--- src/rtl/cache_refill_ctrl_pkg.sv ---
// Shared definitions for the cache refill controller: FSM state encoding and default widths.
package cache_refill_ctrl_pkg;

    localparam int DEF_DATA_WIDTH = 8;
    localparam int DEF_ADDR_WIDTH = 8;
    localparam int DEF_CNT_WIDTH  = 16;

    typedef enum logic [2:0] {
        ST_IDLE     = 3'd0,
        ST_LOOKUP   = 3'd1,
        ST_CHECK    = 3'd2,
        ST_MEM_REQ  = 3'd3,
        ST_MEM_WAIT = 3'd4,
        ST_FILL     = 3'd5,
        ST_RESP     = 3'd6
    } state_e;

    // True when the state owns the request side, i.e. a transaction is in flight.
    function automatic logic state_is_busy(input state_e st);
        return (st != ST_IDLE);
    endfunction

endpackage

--- src/rtl/cache_refill_ctrl_sat_counter.sv ---
// Saturating up-counter with synchronous clear; holds at all-ones instead of wrapping.
module sat_counter
    import cache_refill_ctrl_pkg::*;
#(
    parameter int WIDTH = DEF_CNT_WIDTH
) (
    input  logic             clk,
    input  logic             rst,
    input  logic             i_inc,
    input  logic             i_clr,
    output logic [WIDTH-1:0] o_count
);

    localparam logic [WIDTH-1:0] MAX_VAL = {WIDTH{1'b1}};
    localparam logic [WIDTH-1:0] ONE_VAL = {{(WIDTH-1){1'b0}}, 1'b1};

    logic [WIDTH-1:0] r_count;

    // Count register: reset/clear to zero, increment until saturated.
    always_ff @(posedge clk) begin
        if (!rst) begin
            r_count <= {WIDTH{1'b0}};
        end else if (i_clr) begin
            r_count <= {WIDTH{1'b0}};
        end else if (i_inc && (r_count != MAX_VAL)) begin
            r_count <= r_count + ONE_VAL;
        end else begin
            r_count <= r_count;
        end
    end

    assign o_count = r_count;

endmodule

--- src/rtl/cache_refill_ctrl.sv ---
// Request-side controller in front of the n-way cache: probes it, refills from backing
// memory on a miss, returns the word, and keeps saturating hit/miss statistics.
module cache_refill_ctrl
    import cache_refill_ctrl_pkg::*;
#(
    parameter int DATA_WIDTH = DEF_DATA_WIDTH,
    parameter int ADDR_WIDTH = DEF_ADDR_WIDTH,
    parameter int CNT_WIDTH  = DEF_CNT_WIDTH
) (
    input  logic                  clk,
    input  logic                  rst,
    input  logic                  req_valid,
    output logic                  req_ready,
    input  logic [ADDR_WIDTH-1:0] req_addr,
    output logic                  resp_valid,
    output logic [DATA_WIDTH-1:0] resp_data,
    output logic                  cache_re,
    output logic [ADDR_WIDTH-1:0] cache_read_addr,
    input  logic                  cache_hit,
    input  logic [DATA_WIDTH-1:0] cache_out,
    output logic                  cache_we,
    output logic [ADDR_WIDTH-1:0] cache_write_addr,
    output logic [DATA_WIDTH-1:0] cache_in,
    output logic                  mem_req_valid,
    input  logic                  mem_req_ready,
    output logic [ADDR_WIDTH-1:0] mem_req_addr,
    input  logic                  mem_resp_valid,
    input  logic [DATA_WIDTH-1:0] mem_resp_data,
    output logic [CNT_WIDTH-1:0]  hit_count,
    output logic [CNT_WIDTH-1:0]  miss_count
);

    localparam logic [ADDR_WIDTH-1:0] ADDR_ZERO = {ADDR_WIDTH{1'b0}};
    localparam logic [DATA_WIDTH-1:0] DATA_ZERO = {DATA_WIDTH{1'b0}};

    state_e                r_state;
    logic [ADDR_WIDTH-1:0] r_addr;
    logic [DATA_WIDTH-1:0] r_data;
    logic                  r_req_ready;
    logic                  r_resp_valid;
    logic [DATA_WIDTH-1:0] r_resp_data;
    logic                  r_cache_re;
    logic [ADDR_WIDTH-1:0] r_cache_read_addr;
    logic                  r_cache_we;
    logic [ADDR_WIDTH-1:0] r_cache_write_addr;
    logic [DATA_WIDTH-1:0] r_cache_in;
    logic                  r_mem_req_valid;
    logic [ADDR_WIDTH-1:0] r_mem_req_addr;

    state_e                w_state_next;
    logic [ADDR_WIDTH-1:0] w_addr_next;
    logic [DATA_WIDTH-1:0] w_data_next;
    logic                  w_hit_inc;
    logic                  w_miss_inc;
    logic                  w_busy;

    assign w_busy = state_is_busy(r_state);

    // Next-state logic; cache and memory inputs are only looked at in their owning state.
    always_comb begin
        w_state_next = r_state;
        w_addr_next  = r_addr;
        w_data_next  = r_data;
        w_hit_inc    = 1'b0;
        w_miss_inc   = 1'b0;
        case (r_state)
            ST_IDLE: begin
                if (req_valid && r_req_ready && !w_busy) begin
                    w_state_next = ST_LOOKUP;
                    w_addr_next  = req_addr;
                end else begin
                    w_state_next = ST_IDLE;
                end
            end
            ST_LOOKUP: begin
                w_state_next = ST_CHECK;
            end
            ST_CHECK: begin
                if (cache_hit) begin
                    w_data_next  = cache_out;
                    w_hit_inc    = 1'b1;
                    w_state_next = ST_RESP;
                end else begin
                    w_miss_inc   = 1'b1;
                    w_state_next = ST_MEM_REQ;
                end
            end
            ST_MEM_REQ: begin
                if (mem_req_ready) begin
                    w_state_next = ST_MEM_WAIT;
                end else begin
                    w_state_next = ST_MEM_REQ;
                end
            end
            ST_MEM_WAIT: begin
                if (mem_resp_valid) begin
                    w_data_next  = mem_resp_data;
                    w_state_next = ST_FILL;
                end else begin
                    w_state_next = ST_MEM_WAIT;
                end
            end
            ST_FILL: begin
                w_state_next = ST_RESP;
            end
            ST_RESP: begin
                w_state_next = ST_IDLE;
            end
            default: begin
                w_state_next = ST_IDLE;
            end
        endcase
    end

    // State, datapath and output registers; outputs are decoded from the next state so
    // each one is already valid in the cycle its state is entered.
    always_ff @(posedge clk) begin
        if (!rst) begin
            r_state            <= ST_IDLE;
            r_addr             <= ADDR_ZERO;
            r_data             <= DATA_ZERO;
            r_req_ready        <= 1'b0;
            r_resp_valid       <= 1'b0;
            r_resp_data        <= DATA_ZERO;
            r_cache_re         <= 1'b0;
            r_cache_read_addr  <= ADDR_ZERO;
            r_cache_we         <= 1'b0;
            r_cache_write_addr <= ADDR_ZERO;
            r_cache_in         <= DATA_ZERO;
            r_mem_req_valid    <= 1'b0;
            r_mem_req_addr     <= ADDR_ZERO;
        end else begin
            r_state            <= w_state_next;
            r_addr             <= w_addr_next;
            r_data             <= w_data_next;
            r_req_ready        <= (w_state_next == ST_IDLE);
            r_cache_re         <= (w_state_next == ST_LOOKUP);
            r_cache_read_addr  <= (w_state_next == ST_LOOKUP) ? w_addr_next : ADDR_ZERO;
            r_mem_req_valid    <= (w_state_next == ST_MEM_REQ);
            r_mem_req_addr     <= (w_state_next == ST_MEM_REQ) ? w_addr_next : ADDR_ZERO;
            r_cache_we         <= (w_state_next == ST_FILL);
            r_cache_write_addr <= (w_state_next == ST_FILL) ? w_addr_next : ADDR_ZERO;
            r_cache_in         <= (w_state_next == ST_FILL) ? w_data_next : DATA_ZERO;
            r_resp_valid       <= (w_state_next == ST_RESP);
            r_resp_data        <= (w_state_next == ST_RESP) ? w_data_next : DATA_ZERO;
        end
    end

    sat_counter #(.WIDTH(CNT_WIDTH)) u_hit_cnt (
        .clk     (clk),
        .rst     (rst),
        .i_inc   (w_hit_inc),
        .i_clr   (1'b0),
        .o_count (hit_count)
    );

    sat_counter #(.WIDTH(CNT_WIDTH)) u_miss_cnt (
        .clk     (clk),
        .rst     (rst),
        .i_inc   (w_miss_inc),
        .i_clr   (1'b0),
        .o_count (miss_count)
    );

    assign req_ready        = r_req_ready;
    assign resp_valid       = r_resp_valid;
    assign resp_data        = r_resp_data;
    assign cache_re         = r_cache_re;
    assign cache_read_addr  = r_cache_read_addr;
    assign cache_we         = r_cache_we;
    assign cache_write_addr = r_cache_write_addr;
    assign cache_in         = r_cache_in;
    assign mem_req_valid    = r_mem_req_valid;
    assign mem_req_addr     = r_mem_req_addr;

endmodule

--- config.mk ---
export PLATFORM = sky130hd
export DESIGN_NAME = cache_refill_ctrl
export DESIGN_NICKNAME = d
export VERILOG_FILES = /design/src/rtl/cache_refill_ctrl_pkg.sv /design/src/rtl/cache_refill_ctrl_sat_counter.sv /design/src/rtl/cache_refill_ctrl.sv
export SDC_FILE = /design/constraint.sdc
export NUM_CORES = 1
export LEC_CHECK = 0
export BUFFER_PORTS_ARGS = -buffer_cell sky130_fd_sc_hd__clkbuf_2
export CAP_MARGIN = 20
export CELL_PAD_IN_SITES_DETAIL_PLACEMENT = 1
export CELL_PAD_IN_SITES_GLOBAL_PLACEMENT = 2
export CORE_ASPECT_RATIO = 0.6
export CORE_MARGIN = 3
export CORE_UTILIZATION = 31
export CTS_BUF_LIST = sky130_fd_sc_hd__clkbuf_8
export DETAILED_ROUTE_END_ITERATION = 8
export PLACE_DENSITY = 0.88
export SLEW_MARGIN = 20
export SYNTH_ARGS = -nofsm -noshare
export SYNTH_HDL_FRONTEND = slang
export SYNTH_SLANG_ARGS = --single-unit
--- constraint.sdc ---
create_clock -name clk -period 3.06 [get_ports clk]
set_input_delay 0.153 -clock clk [delete_from_list [all_inputs] [get_ports clk]]
set_output_delay 0.153 -clock clk [all_outputs]
set_load 0.02 [all_outputs]
; Word-level counts from Yosys, hierarchy flattened
; Index checks and enable logic that the tools add are counted.
[op_classes]
bitwise = 0
reduce_logical = 12
n_eq_ne = 11
n_lt_le_gt_ge = 0
muxes = 14
addsub = 2
div = 0
mul = 0
shifts = 0
[ops]
columns = op, count
row1 = "adder 16 x 1 -> 16 bit, second input constant", 2
row2 = two-way mux 8 bit, 4
row3 = "inequality test 16 bit, second input constant", 2
row4 = one-hot mux 3 bit (6 select lines), 1
row5 = one-hot mux 8 bit (2 select lines), 1
row6 = "== test 3 bit, second input constant", 4
row7 = "== test 3 x 2 -> 1 bit, second input constant", 3
row8 = AND reduction 2 bit, 4
row9 = "== test 3 x 1 -> 1 bit, second input constant", 2
row10 = logical NOT 3 bit, 2
row11 = two-way mux 1 bit, 6
row12 = two-way mux 3 bit, 2
row13 = logical AND 1 bit, 4
row14 = nonzero test 3 bit, 1
row15 = logical NOT 1 bit, 1
[word_totals]
mem_count = 0
rom_bits = 0
elab_cells = 54
latchBits = 0
regBits = 96
mem_bits_rw = 0

; Depth between registers and ports, before layout
; Gate-level depths: netlist (run 1).
[logic_depth]
word_depth = 7
depth_mapped = 7
ltp_nobuf = 5

; Cells and area by module
; From an unflattened synthesis (run 1), not the netlist that was laid out.
[hier_totals]
cells_unflattened = 376
area_unflattened_um2 = 3846.2
[by_module_without_submodules]
columns = mod, area_per_inst_um2, instances, cells_each, seq_area_each_um2
row1 = cache_refill_ctrl, 2117.0, 1, 194, 1281.2
row2 = sat_counter, 864.6, 2, 91, 320.3

; Least setup slack after synthesis (run 1)
; OpenSTA, ideal clock, no wires.
[synth_timing]
kind = flip-flop to flip-flop
from = register r_state[2]
to = register u_miss_cnt.r_count[13] (netlist: u_miss_cnt.o_count[13])
slack_ns = 0.793
t_arrival_ns = 2.196
n_path_buf = 2
stages_incl_launch_ff = 7
cell_sequence = dfxtp_1 -> buf_6 -> or4b_1 -> buf_2 -> or4_4 -> or4_1 -> a21oi_1
[synth_between]
elab_chain_cells = 3
[synth_lines]
columns = item, line_no
row1 = "start, declared", cache_refill_ctrl.sv:36  ; state_e r_state;
row2 = "start signal, assigned", cache_refill_ctrl.sv:133  ; r_state <= w_state_next;
row3 = == test 3 x 2 -> 1 bit, cache_refill_ctrl.sv:66  ; case (r_state)
row4 = two-way mux 1 bit, cache_refill_ctrl.sv:66
row5 = logical AND 1 bit, cache_refill_ctrl_sat_counter.sv:25  ; end else if (i_inc && (r_count != MAX_VAL)) begin
row6 = "end signal, assigned", cache_refill_ctrl_sat_counter.sv:24  ; r_count <= {WIDTH{1'b0}};
row7 = "end signal, assigned", cache_refill_ctrl_sat_counter.sv:26  ; r_count <= r_count + ONE_VAL;
row8 = "end signal, assigned", cache_refill_ctrl_sat_counter.sv:28  ; r_count <= r_count;
row9 = "end, declared", cache_refill_ctrl_sat_counter.sv:17  ; logic [WIDTH-1:0] r_count;
; No other way between the ends.
; A chain may end at the register's enable or synchronous reset.

; Worst setup path after layout (run 1)
[layout_timing]
from = register r_state[1]
to = register u_miss_cnt.r_count[13] (netlist: u_miss_cnt.o_count[13])
; Same word-level chain as after synthesis.

==> results of run 1 <==
==> final cells by class <==
class | count | share of cell area
multi-input combinational | 247 | 0.340
sequential | 96 | 0.435
clock buffer | 10 | 0.0312
clock inverter | 6 | 0.0167
timing repair buffer | 112 | 0.130
inverter | 9 | 0.00765
tap | 139 | 0.0394
==> logic make-up (layout without fill, tap and decap cells) <==
| logic type | count (synthesis) | count (layout) |
|---|---|---|
| AO/OA/AOI/OAI | 59 | 59 |
| adder cells (fa/ha/maj) | 2 | 2 |
| AND/OR/NAND/NOR | 165 | 165 |
| multiplexers | 20 | 20 |
| XOR/XNOR | 1 | 1 |
| flip-flops | 96 | 96 |
| buffers and inverters | 28 | 137 |
==> Yosys cell counts (all sizes together), types with 9 or more instances <==
cell type,number,share of area
or4,14,0.031
a21oi,20,0.028
nand4,11,0.020
nand2,25,0.027
nand2b,10,0.018
nand3,10,0.014
mux2i,20,0.057
clkbuf,15,0.016
nor2,63,0.067
dfxtp,96,0.55
inv,9,0.0096
o31ai,10,0.021
==> final timing paths <==
kind | to | depth (start not counted)
worst max register to register | u_miss_cnt.o_count[13] | 4
worst min register to register | u_hit_cnt.o_count[5] | 2
worst min-delay path | r_data[3] | 3
worst max-delay path | u_miss_cnt.o_count[13] | 4
==> worst max-delay path: stages (launching register included) <==
cell and delay, ps:
dfxtp_1 510, or4b_1 490, or4_4 590, or4_1 480, a21oi_1 170
==> through the flow <==
| stage | cell area (sq um) | total power [W] |
|---|---|---|
| global route | 4420 | 0.00251 |
| finish | 4420 | 0.00240 |
| global placement | 4210 | 0.00154 |
| detailed placement | 4210 | 0.00155 |
| floorplan | 3530 | 0.00147 |
| CTS | 4420 | 0.00244 |
==> layer usage <==
metal / vias to the layer above / track usage / part of all wire
met5: - / 0 / 0
met4: 0 / 0.0419 / 0.0089
met3: 10 / 0.0589 / 0.072
met2: 96 / 0.242 / 0.42
met1: 1568 / 0.226 / 0.49
li1: 1545 / - / -
==> registers in the layout, summed over array words and instances, names as in the netlist <==
name                flops
cache_re                1
cache_read_addr         8
cache_we                1
resp_data               8
u_miss_cnt.o_count     16
r_addr                  8
cache_in                8
resp_valid              1
req_ready               1
u_hit_cnt.o_count      16
cache_write_addr        8
mem_req_addr            8
r_state                 3
r_data                  8
mem_req_valid           1
==> power by group through the flow <==
stage,Combinational [W],Clock (W),Sequential [W]
floorplan,0.000136,0,0.00134
CTS,0.000215,0.000914,0.00131
detailed placement,0.000214,0,0.00134
finish,0.000213,0.000878,0.00131
global placement,0.000209,0,0.00133
global route,0.000237,0.000965,0.00131
==> metrics.cfg, run 1 <==
[global_routing]
grt_pass1_wl_mm=16.2
antenna_found_initial=0
overflow=0
grt_max_degree=39
grt_usage=0.163
grt_pass1_vias=3188

[yosys]
syn_area_per_cell_sq_um=9.50
syn_area_sq_um=3530
synthSimpleGateAreaFrac=0.240
yosysWarningCount=0
async_flop_share=0
synth-seq-cells=96
syn_inst=371
synth-edff-count=0
ys_seq_area_frac=0.545
synth_fp_nets=403
ys_types=40
yosys.area_share.xor_xnor=0.00248
synthMuxAreaShare=0.0568
synth-main-ff-cell=dfxtp_1
synth_fa_ha_area_frac=0.00710
synth_top_family_by_area=simple AND/OR/NAND/NOR gates
synth-compound-area-share=0.116

[die]
die_w_um=144
core_sq_um=10800
rows=29
die_y_um=88.6
initial_core_util=0.326
boundaryPins=107
die_area_sq_um=12700

[clocking]
clock_path_buffers=2
path_clk_slew_ps=100
htreeDepth=3
tritoncts=yes
clock-sinks=96
cts_made_buffers=9
post_cts_buffers=0
clock_latency_ps=360
cts_resized=0
clock-root-buffer=clkbuf_8
cts-hold-fix-buffers=0

[layout]
syn_to_final_growth_pct=25.3
fillers=1261
layout_commonest_cell=clkbuf_2
fin_nets=507
fin_util=0.409
fin_cells=619
multiInputGateArea_sq_um=1500
layout_common_cells=106 x clkbuf_2, 96 x dfxtp_1, 63 x nor2_1, 25 x nand2_1
regArea_sq_um=1920
layout-drive-gt1-share=0.277
antenna_cells=0

[drt]
wl_per_cell_um=16.6
drt.antenna.violating_nets=0
routed_wl_mm=10.3
first_iter_violations=154
dr.pass1.iters=6
vias=3219
routed_via_density=5.20
drc=0

[placement]
gp_congestion=0.722
port_buffers=106
hpwl_mm=7.43
place_inst=603
post-place-ws_ps=770

[outcome]
status=finished clean

[timing]
fmax_ghz=0.432
fin_ws_ps=743
finClkSkew_ps=12.1
min_period_ps=2320
hold_ws_ps=81.2
setup_violations=0
slew_viol_final=0
finalHoldViolCount=0
timing.final.crit_share=0.757
relSlewSlack=0.416
tightest_slew_ps=874
rsz0062_at_grt=false
tns_ps=0

[power]
clockPowerShare=0.366
p_sw_frac=0.262
p_per_area_nw_per_um2=543
p_comb_frac=0.089
p_seq_frac=0.545
intPower_w=0.00177
power.switching_w=0.000627
power_leakage_nw=1.81
ir_drop_uv=219

[worst_setup_path]
reg2reg_from=r_state[1]
worstSetupStartpointType=flip-flop
startpoint=r_state[1]
path_class=flip-flop to flip-flop
critical_path.max_fanout=11
required_ps=3350
worstSetupEndpointType=flip-flop
timing.reg2reg.setup_slack_ps=740
cp.arrival_ps=2610

[min_path]
hold_start=mem_resp_data[3]
min_path_type=input pin to flip-flop

[flow_run]
max_cap_viol_count=0

Power figures use the tool's default switching activity.
==> inputs of run 2 (changes only) <==
--- a/config.mk
+++ b/config.mk
@@ -5,16 +5,17 @@
 export SDC_FILE = /design/constraint.sdc
 export NUM_CORES = 1
 export LEC_CHECK = 0
+export ABC_AREA = 1
 export BUFFER_PORTS_ARGS = -buffer_cell sky130_fd_sc_hd__clkbuf_2
 export CAP_MARGIN = 20
 export CELL_PAD_IN_SITES_DETAIL_PLACEMENT = 1
 export CELL_PAD_IN_SITES_GLOBAL_PLACEMENT = 2
 export CORE_ASPECT_RATIO = 0.6
 export CORE_MARGIN = 3
-export CORE_UTILIZATION = 31
+export CORE_UTILIZATION = 30
 export CTS_BUF_LIST = sky130_fd_sc_hd__clkbuf_8
 export DETAILED_ROUTE_END_ITERATION = 8
-export PLACE_DENSITY = 0.88
+export PLACE_DENSITY = 0.89
 export SLEW_MARGIN = 20
 export SYNTH_ARGS = -nofsm -noshare
 export SYNTH_HDL_FRONTEND = slang
==> constraint.sdc (replaced) <==
create_clock -name clk -period 2.2 [get_ports clk]
set_input_delay 0.11 -clock clk [delete_from_list [all_inputs] [get_ports clk]]
set_output_delay 0.11 -clock clk [all_outputs]
set_load 0.02 [all_outputs]
==> run 2 against run 1 <==
Routed wire length up 8.9%. Critical path type unchanged. Flip-flop and latch count stayed put. Setup slack lost 340 ps. Non-clock buffer count unchanged. Power rose by 45%.
==> metrics.cfg, run 2 <==
[yosys]
synthSimpleGateAreaFrac=0.305  ; +0.0644
synth_common_cells=145 x nand2_1, 109 x nor2_1, 96 x dfxtp_1
synth_fp_nets=537  ; +33%
syn_inst=505  ; +36%
ys_types=26  ; -35%
synth-edff-count=0  ; unchanged
synth-seq-cells=96  ; unchanged
syn_area_per_cell_sq_um=7.61  ; -20%
synth_area_leader_cell=dfxtp_1
ys_top_cells_by_area=dfxtp_1 50%, nand2_1 14%, nor2_1 11%, inv_1 3.0%, a21oi_1 2.7%
synth_fa_ha_area_frac=0.00651  ; -0.000587
yosys.area_share.xor_xnor=0.0273  ; +0.0249
synth-compound-area-share=0.0843  ; -0.0314
yosysWarningCount=0  ; unchanged
async_flop_share=0  ; unchanged
ys_seq_area_frac=0.500  ; -0.0451
synthMuxAreaShare=0.0208  ; -0.0359
synth_top_family_by_area=simple AND/OR/NAND/NOR gates
syn_area_sq_um=3840  ; +9.0%
yosysMostFrequentCell=nand2_1
synth_top_area_frac=0.500  ; -0.0451
synth-main-ff-cell=dfxtp_1

[global_routing]
overflow=0  ; unchanged
grt_usage=0.160  ; -0.00309
grt_pass1_vias=3755  ; +18%
grt_pass1_wl_mm=18.5  ; +15%
antenna_found_initial=0  ; unchanged
grt_max_degree=31  ; -21%

[placement]
gp_congestion=0.775  ; +7.4%
hpwl_mm=8.69  ; +17%
port_buffers=106  ; unchanged

[timing]
finClkSkew_ps=17.1  ; +4.98 ps
relSlewSlack=0.572  ; +0.156
setup_violations=0  ; unchanged
slew_viol_final=0  ; unchanged
finalHoldViolCount=0  ; unchanged
timing.final.crit_share=0.815  ; +0.0578
min_period_ps=1790  ; -524 ps
fmax_ghz=0.558  ; +29%
rsz0062_at_grt=false
tns_ps=0  ; unchanged
tightest_slew_ps=638  ; -236 ps

[worst_setup_path]
startpoint=u_miss_cnt.o_count[0]
reg2reg_from=u_miss_cnt.o_count[0]
worstSetupStartpointType=flip-flop
reg2reg_to=u_miss_cnt.o_count[14]
timing.reg2reg.setup_slack_ps=410  ; -340 ps
worstSetupEndpointType=flip-flop
r2r_cells=8  ; +4
required_ps=2450  ; -900 ps
cp.arrival_ps=2040  ; -570 ps
path_class=flip-flop to flip-flop
critical_path.max_fanout=14  ; +3

[power]
p_seq_frac=0.526  ; -0.019
p_comb_frac=0.111  ; +0.022
total_power_w=0.00347  ; +45%
p_per_area_nw_per_um2=727  ; +34%
power.switching_w=0.000988  ; +58%
clockPowerShare=0.363  ; -0.003
ir_drop_uv=307  ; +40%
power_leakage_nw=2.05  ; +13%
intPower_w=0.00248  ; +40%
p_sw_frac=0.285  ; +0.0234

[die]
die_w_um=152  ; +5.9%
boundaryPins=107  ; unchanged
die_y_um=93.7  ; +5.7%
rows=31  ; +6.9%
die_area_sq_um=14300  ; +12%
core_sq_um=12300  ; +14%
initial_core_util=0.313  ; -0.0135

[drt]
routed_via_density=4.51  ; -13%
wl_per_cell_um=14.2  ; -14%
vias=3545  ; +10%
first_iter_violations=106  ; -31%
dr.pass1.iters=4  ; -2
drc=0  ; unchanged
routed_wl_mm=11.2  ; +8.9%
drt.antenna.violating_nets=0  ; unchanged

[clocking]
clock-root-buffer=clkbuf_8
cts-hold-fix-buffers=0  ; unchanged
tritoncts=yes
cts_resized=0  ; unchanged
clock-sinks=96  ; unchanged
clock_latency_ps=370  ; about the same
path_clk_slew_ps=110  ; about the same
post_cts_buffers=0  ; unchanged
htreeDepth=3  ; unchanged
cts_made_buffers=9  ; unchanged
clock_path_buffers=2  ; unchanged

[layout]
layout_common_cells=145 x nand2_1, 109 x nor2_1, 106 x clkbuf_2, 96 x dfxtp_1, 31 x inv_1
fin_nets=648  ; +28%
layout-drive-gt1-share=0.259  ; -0.0178
syn_to_final_growth_pct=24.0
fillers=1566  ; +24%
antenna_cells=0  ; unchanged
layout_commonest_cell=nand2_1

[min_path]
hold_start=req_addr[0]
min_path_type=input pin to flip-flop
whs_path_depth=3  ; unchanged
min_to=cache_write_addr[0]

[outcome]
status=finished clean

[flow_run]
max_cap_viol_count=0  ; unchanged

## run 2: changes by cell type in the layout (fill, tap and decap cells not counted), moves of 6 or more
cell and delta:
mux2i_1 -12, nor4_1 -7, inv_1 +22, nor2_2 +6, a222oi_1 -8, o21ai_0 +8, a21oi_2 +12, nand2b_1 -10
or4_1 -13, nor2_1 +46, o31ai_1 -10, nand2_1 +120, xnor2_1 +8
## run 2: worst max-delay path by stage
stage / end / slack, ps / cells after the start
3_5_place_dp: u_hit_cnt.o_count[13] / 410 / 7
4_1_cts: u_hit_cnt.o_count[13] / 380 / 7
2_1_floorplan: u_miss_cnt.o_count[5] / 510 / 9
5_1_grt: u_hit_cnt.o_count[13] / 210 / 7
6_report: u_miss_cnt.o_count[14] / 410 / 8
3_3_place_gp: u_miss_cnt.o_count[14] / 490 / 8
## run 2: cell type report
class | instances | area (sq um) | area share
inverters | 36 | 135 | 0.0284
repair buffers | 112 | 576 | 0.121
clock buffers | 9 | 124 | 0.0260
well taps | 165 | 206 | 0.0433
clock inverters | 7 | 97.6 | 0.0205
flip-flops and latches | 96 | 1920 | 0.403
multi-input cells | 361 | 1710 | 0.358
## run 2: critical path: stages, from the launching register on
cell and delay (ps):
dfxtp_1 440, ha_1 330, nand3_2 130, clkinv_1 80, nand2_2 70, o21ai_4 270
inv_2 190, nand2_1 120, a21oi_2 50
## run 2: cell families after synthesis
family,count (synthesis)
xor+xnor,12
mux,8
buf+inv,48
compound gates,51
fa+ha+maj,2
flops,96
simple gates,288
## run 2: power by group through the flow
stage | clock, W | sequential, W | combinational (W)
floorplan | 0 | 0.00189 | 0.000238
global placement | 0 | 0.00186 | 0.000378
detailed placement | 0 | 0.00186 | 0.000392
CTS | 0.00131 | 0.00182 | 0.000395
global route | 0.00139 | 0.00183 | 0.000436
finish | 0.00126 | 0.00182 | 0.000386
## run 2: per-stage QoR
stage | cell area, sq um | cells | hold WS (ps) | utilization | worst slack, ps
global route | 4770 | 786 | 46.4 | 0.388 | 211
finish | 4770 | 786 | 44.4 | 0.388 | 407
floorplan | 3840 | 505 | 284 | - | 515
CTS | 4770 | 786 | 27.1 | 0.388 | 378
detailed placement | 4540 | 770 | 433 | 0.370 | 410
global placement | 4540 | 770 | 419 | 0.370 | 492
## run 2: metal layers
metal  global-route usage  share of wire  wire length (um)
met5                    0              0                 0
met4               0.0374         0.0081                91
met3               0.0506          0.055               620
met2                0.253           0.44              4890
met1                0.215           0.50              5580
